==> config.mk <==
export PLATFORM = sky130hd
export DESIGN_NAME = serial_word_collector
export DESIGN_NICKNAME = d
export VERILOG_FILES = /design/src/rtl/serial_word_collector_pkg.sv /design/src/rtl/serial_word_collector.sv
export SDC_FILE = /design/constraint.sdc
export NUM_CORES = 1
export LEC_CHECK = 0
export BUFFER_PORTS_ARGS = -buffer_cell sky130_fd_sc_hd__buf_4
export CORE_MARGIN = 3
export CORE_UTILIZATION = 37
export CTS_CLUSTER_SIZE = 28
export DETAILED_ROUTE_END_ITERATION = 6
export SLEW_MARGIN = 10
export SYNTH_ARGS = -nofsm -noshare
export SYNTH_HDL_FRONTEND = slang
export SYNTH_SLANG_ARGS = --single-unit
==> constraint.sdc <==
create_clock -name clk -period 4.8 [get_ports clk]
set_clock_uncertainty 0.1 [all_clocks]
set_input_delay 0.48 -clock clk [delete_from_list [all_inputs] [get_ports clk]]
set_output_delay 0.48 -clock clk [all_outputs]
set_load 0.01 [all_outputs]
==> src/rtl/serial_word_collector_pkg.sv <==
// serial_pkg: definitions shared by the serial word collector.
//   state_t     - collector FSM encoding (IDLE / SHIFT / HOLD)
//   cnt_width() - width of a counter able to hold 0..w
//   WIDTH_MIN / WIDTH_MAX - legal range of the word width parameter
package serial_pkg;

    typedef enum logic [1:0] {
        IDLE  = 2'd0,
        SHIFT = 2'd1,
        HOLD  = 2'd2
    } state_t;

    localparam int unsigned WIDTH_MIN = 2;
    localparam int unsigned WIDTH_MAX = 32;

    function automatic int unsigned cnt_width(input int unsigned w);
        return $clog2(w + 1);
    endfunction

endpackage

==> src/rtl/serial_word_collector.sv <==
// serial_word_collector: assembles LSB-first serial sum bits from a 1-bit
// sum/carry stage into a WIDTH-bit word with a valid/ready output handshake.
//
// Ports:
//   clk, rst_n            - rising-edge clock, asynchronous active-low reset
//   in_valid / in_ready   - serial bit handshake (in_ready = not holding)
//   sum_bit, carry_bit    - serial data, only sampled when a bit is accepted
//   in_last               - final bit of the word (qualified by in_valid)
//   out_valid / out_ready - assembled word handshake
//   out_word              - assembled word, bit 0 = first bit received
//   out_carry             - carry_bit captured with the final accepted bit
//   out_count             - number of bits received for the presented word
//   err_short             - word ended by in_last before WIDTH bits
//
// All data outputs are forced to 0 while out_valid is low.
//
// Build option: define SERIAL_COLLECTOR_FORMAL_EN to embed formal
// assertions/assumptions/covers; the default build contains none.
module serial_word_collector
    import serial_pkg::*;
#(
    parameter int WIDTH = 8,
    parameter int CNT_W = cnt_width(WIDTH)
) (
    input  logic             clk,
    input  logic             rst_n,
    input  logic             in_valid,
    output logic             in_ready,
    input  logic             sum_bit,
    input  logic             carry_bit,
    input  logic             in_last,
    output logic             out_valid,
    input  logic             out_ready,
    output logic [WIDTH-1:0] out_word,
    output logic             out_carry,
    output logic [CNT_W-1:0] out_count,
    output logic             err_short
);

    if (WIDTH < WIDTH_MIN || WIDTH > WIDTH_MAX) begin : g_bad_width
        $error("serial_word_collector: WIDTH out of legal range");
    end

    state_t           state, state_n;
    logic [WIDTH-1:0] shreg, shreg_n;
    logic [CNT_W-1:0] cnt, cnt_n, cnt_inc;
    logic             carry_q, carry_n;
    logic             err_q, err_n;
    logic             accept;
    logic             final_bit;

    always_ff @(posedge clk or negedge rst_n) begin
        if (!rst_n) begin
            state   <= IDLE;
            shreg   <= '0;
            cnt     <= '0;
            carry_q <= 1'b0;
            err_q   <= 1'b0;
        end else begin
            state   <= state_n;
            shreg   <= shreg_n;
            cnt     <= cnt_n;
            carry_q <= carry_n;
            err_q   <= err_n;
        end
    end

    always_comb begin
        state_n   = state;
        shreg_n   = shreg;
        cnt_n     = cnt;
        carry_n   = carry_q;
        err_n     = err_q;
        cnt_inc   = cnt + CNT_W'(1);
        accept    = in_valid && (state != HOLD);
        final_bit = in_last || (cnt_inc == CNT_W'(WIDTH));

        case (state)
            // IDLE and SHIFT share one path: the counter is already 0 in
            // IDLE, so "write at position cnt" also places the first bit at 0.
            IDLE, SHIFT: begin
                if (accept) begin
                    for (int unsigned i = 0; i < WIDTH; i++) begin
                        if (cnt == CNT_W'(i)) begin
                            shreg_n[i] = sum_bit;
                        end
                    end
                    cnt_n = cnt_inc;
                    if (final_bit) begin
                        state_n = HOLD;
                        carry_n = carry_bit;
                        err_n   = (cnt_inc < CNT_W'(WIDTH));
                    end else begin
                        state_n = SHIFT;
                    end
                end
            end
            HOLD: begin
                if (out_ready) begin
                    // Clear everything so the next word starts zero-filled.
                    state_n = IDLE;
                    shreg_n = '0;
                    cnt_n   = '0;
                    carry_n = 1'b0;
                    err_n   = 1'b0;
                end
            end
            default: begin
                state_n = IDLE;
            end
        endcase
    end

    assign in_ready  = (state != HOLD);
    assign out_valid = (state == HOLD);
    assign out_word  = out_valid ? shreg   : '0;
    assign out_carry = out_valid ? carry_q : 1'b0;
    assign out_count = out_valid ? cnt     : '0;
    assign err_short = out_valid ? err_q   : 1'b0;

`ifdef SERIAL_COLLECTOR_FORMAL_EN
    a_no_overlap: assert property (@(posedge clk) disable iff (!rst_n)
        !(out_valid && in_ready));
    a_cnt_range: assert property (@(posedge clk) disable iff (!rst_n)
        cnt <= CNT_W'(WIDTH));
    a_word_zero: assert property (@(posedge clk) disable iff (!rst_n)
        !out_valid |-> (out_word == '0));
    m_hold_valid: assume property (@(posedge clk) disable iff (!rst_n)
        (in_valid && !in_ready) |=> in_valid);
    m_out_ready: assume property (@(posedge clk) disable iff (!rst_n)
        s_eventually out_ready);
    a_word_done: assert property (@(posedge clk) disable iff (!rst_n)
        (in_valid && in_ready) |-> s_eventually out_valid);
    c_short: cover property (@(posedge clk) disable iff (!rst_n)
        err_short && out_valid);
`endif

endmodule

* Word-level counts from Yosys, hierarchy flattened
Cells that the tools add are included.
** Storage, ports and cells
- Register bits :: 16
- Bits of input ports :: 7
- Output and inout port bits :: 16
- Logic and storage cells :: 82
** Operators by class
- $add $sub $neg :: 1
- $lt $le $gt $ge :: 1
- Equal/unequal tests :: 22
- Multiplexer cells :: 29
- Reduce and logical (&&, ||, !) cells :: 17
** Operators with widths (number)
- AND reduction 4 bit :: 9
- two-way mux 8 bit :: 3
- != test 2 bit, second input constant :: 11
- == test 4 x 3 -> 1 bit, second input constant :: 4
- one-hot mux 8 bit (2 select lines) :: 1
- two-way mux 1 bit :: 15
- two-way mux 4 bit :: 3
- == test 4 x 2 -> 1 bit, second input constant :: 2
- one-hot mux 4 bit (2 select lines) :: 1
- two-way mux 2 bit :: 3
- adder 4 x 1 -> 4 bit, second input constant :: 1
- == test 4 x 1 -> 1 bit, second input constant :: 1
- == test 4 bit, second input constant :: 1
- logical NOT 4 bit :: 1
- < comparator 4 bit, second input constant :: 1
- one-hot mux 1 bit (2 select lines) :: 2
- one-hot mux 2 bit (2 select lines) :: 1
- AND reduction 3 bit :: 1
- == test 2 x 1 -> 1 bit, second input constant :: 1
- == test 2 bit, second input constant :: 1
- logical NOT 2 bit :: 1
- != test 2 x 1 -> 1 bit, second input constant :: 1
- AND reduction 2 bit :: 1
- nonzero test 2 bit :: 1
- other kinds (3) :: 3

* Longest topological paths before layout
- Word-level depth :: 6
- Depth in mapped cells :: 7
- Mapped depth without buffers :: 5

* Worst setup path after synthesis
Ideal clock, no wire load.
- Path type :: register to output
- Start point :: register state[0]
- End point :: output port out_carry
- Arrival time :: 1.150 ns
- Data required time :: 4.220 ns
- Slack :: 3.070 ns
- Cell stages (with the launch flop) :: 6
- Path buffers :: 2
- Cells stage by stage :: dfrtp_1 nand2b_1 buf_6 inv_4 clkbuf_1 and2_1
** On the way
- Cells in the longest elaborated chain, start to end :: 2
** RTL lines
- start: declaration :: RTL line serial_word_collector.sv:44 : state_t state, state_n;
- start signal: assignment :: RTL line serial_word_collector.sv:60 : state <= state_n;
- == test 2 bit :: RTL line serial_word_collector.sv:115 : assign out_valid = (state == HOLD);
- via out_valid :: RTL line serial_word_collector.sv:32 : output logic out_valid,
- two-way mux 1 bit :: RTL line serial_word_collector.sv:117 : assign out_carry = out_valid ? carry_q : 1'b0;
- end: declaration :: RTL line serial_word_collector.sv:35 : output logic out_carry,
The timed path passes the listed nets, and every way through them passes these cells.

* Final worst setup path
- Start point :: register state[1]
- End point :: output port out_carry
** On the way
- Cells in the longest elaborated chain, start to end :: 2
** RTL lines (RTL line)
- == test 2 bit :: serial_word_collector.sv:115
- two-way mux 1 bit :: serial_word_collector.sv:117
Every way passes these cells.

==> metrics.csv <==
metric,value,unit
outcome,"finished, final reports clean",
wirelength,1910,um
antenna_found_initial,0,
netlist_area,983,um^2
cts_tree,done,
nNetsFinal,134,
grt_overflow,0,
ys.flop_type,dfrtp_1,
pre_cts_ws,2.85,ns
crit_start,state[1],
netlist_instances,100,
synth_compound_area_share,13.5,%
finalCritPeriodShare,45.8,%
arrival,1.62,ns
drive_gt1_share,35.2,%
grt_pass1_vias,715,
synthAdderAreaFrac,5.09,%
async_flop_share,100,%
synth_edf_count,0,
clk_pin_slew,0.10,ns
start_util,39.3,%
wl_per_cell,12.6,um
grt_max_degree,17,
syn-mean-instance-area,9.83,um^2
max_freq,455,MHz
dieArea,3310,um^2
cts_setup_buffers,0,
ios,23,
syn_to_final_growth,21.9,%
diodes,0,
worstHoldStart,in_valid,
final.setup.worst_slack,2.60,ns
hold_viol_final,0,
multiInputGateArea,532,um^2
synthMuxAreaShare,11.7,%
synth_top_area_cell,dfrtp_1,
synth_nets,111,
vdd.ir_drop.worst,0.000201,V
first_pass_iters,4,
synth_seq_cells,16,
leakagePower,0.000575,uW
powerDensity,460,nW/um^2
slew_viol_final,0,
grt_usage,12.5,%
cts-htree-levels,1,
required,4.22,ns
synth_seq_area_share,40.7,%
clock_sinks,16,
gp_congestion,0.818,
ys_top_cells_by_area,"dfrtp_1, and2_1, mux2_4",
pwr-share-seq,42.9,%
design.core.area,2500,um^2
report.power.total,552,uW
drtIter0Drc,6,
ctsHoldBuffers,1,
r2r_start,state[1],
cp_max_fo,14,
grt_pass1_wl,3130,um
io_buffers,22,
yosysWarnings,0,
clock_power_share,16.3,%
fp.dieW,57.6,um
slew_headroom,72.6,%
vias,737,
p_sw,194,uW
synth_top_family_by_area,simple AND/OR/NAND/NOR gates,
worst_pin_slew,0.411,ns
synthMostInstantiatedCell,dfrtp_1,
numCtsBuffers,3,
ctsLongestPathBuffers,2,
post-route-drc-count,0,
synth_top_area_share,40.7,%
dpl.hpwl,1430,um
period_needed,2.20,ns
intPower,358,uW
rsz0062_at_grt,false,
finalSetupTns,0,ns
drv_cap,0,
synth_xor_area_share,0.891,%
routed_via_density,4.85,
clk_latency,0.28,ns
ant_nets,0,
cts_resized,0,
setup_viol,0,
yosys.area_share.simple,22.9,%
startpoint_type,flip-flop,
crit_type,flip-flop to primary output,
rows,18,
root_buffer,clkbuf_4,
hold_ws,0.279,ns
yosys-top-cells-count,"dfrtp_1, and2_1, a21oi_1, nor2_1, nand2_1",
n_fill_cell,251,
p_comb_share,40.8,%
die_h,57.6,um
regArea,400,um^2
p_sw_share,35.2,%
cp-end-kind,primary output,
design_area,1200,um^2
placed_area,1150,um^2
yosysUniqueCellTypes,30,
hp-class,input port to flip-flop,
[per-layer routing]
metal / up-vias / wire (um) / GRT usage (%)
met1: 336 / 916 / 16.6
met2: 17 / 858 / 19.2
met5: - / 0 / 0
met3: 4 / 98 / 2.26
met4: 0 / 39 / 6.95
li1: 380 / - / -
[power by group through the flow]
| stage | Sequential (uW) | Combinational (uW) | Clock [uW] |
|---|---|---|---|
| after floorplan | 224 | 176 | 0 |
| after global placement | 239 | 226 | 0 |
| after detailed placement | 240 | 227 | 0 |
| after CTS | 237 | 229 | 92.9 |
| after global routing | 246 | 252 | 99.9 |
| final | 237 | 225 | 90.1 |
[through the flow]
step / util [%] / cells
2_1_floorplan: - / 100
3_3_place_gp: 46.1 / 147
3_5_place_dp: 46.1 / 147
4_1_cts: 47.9 / 152
5_1_grt: 47.9 / 152
6_report: 47.9 / 152
[flip-flops by register name (all words and copies together), names as in the netlist]
name and cells:
shreg 8, err_q 1, carry_q 1, cnt 4, state 2
[cell type report]
type / count / share of cell area, %
Sequential cell: 16 / 33.4
Multi-Input combinational cell: 75 / 44.4
Clock buffer: 4 / 3.03
Timing Repair Buffer: 23 / 14.6
Inverter: 4 / 1.46
Tap cell: 30 / 3.13
[cell usage in the layout (no fill, tap or decap), drive strengths merged, types with 2 or more instances in the layout]
cell type	instances
inv	4
nand2b	2
and2	12
dfrtp	16
mux2	8
nor3b	2
nand2	5
or2	2
o21ai	4
nor2	13
buf	22
nor2b	2
a21oi	10
clkbuf	4
ha	4
[path summary, 6_finish.rpt]
kind / endpoint / slack [ns] / depth (start not counted)
min: state[0] / 0.28 / 2
max reg2reg: shreg[2] / 2.85 / 5
max in group asynchronous: err_q / 3.94 / 2
min reg2reg: shreg[0] / 0.41 / 1
min in group asynchronous: cnt[3] / 0.48 / 2
max: out_carry / 2.60 / 4
[cells by family (layout without fill, tap and decap cells)]
group / after synthesis / count (layout)
simple gates: 41 / 41
compound gates: 20 / 20
flops: 16 / 16
mux: 9 / 9
buf+inv: 9 / 31
fa+ha+maj: 4 / 4
xor+xnor: 1 / 1
[worst max-delay path, stage by stage (launching register included)]
cell	delay, ns
dfrtp_1	0.57
nand2b_1	0.28
inv_4	0.20
and2_1	0.16
buf_4	0.12
No activity file was read; power rests on OpenSTA's default activity.
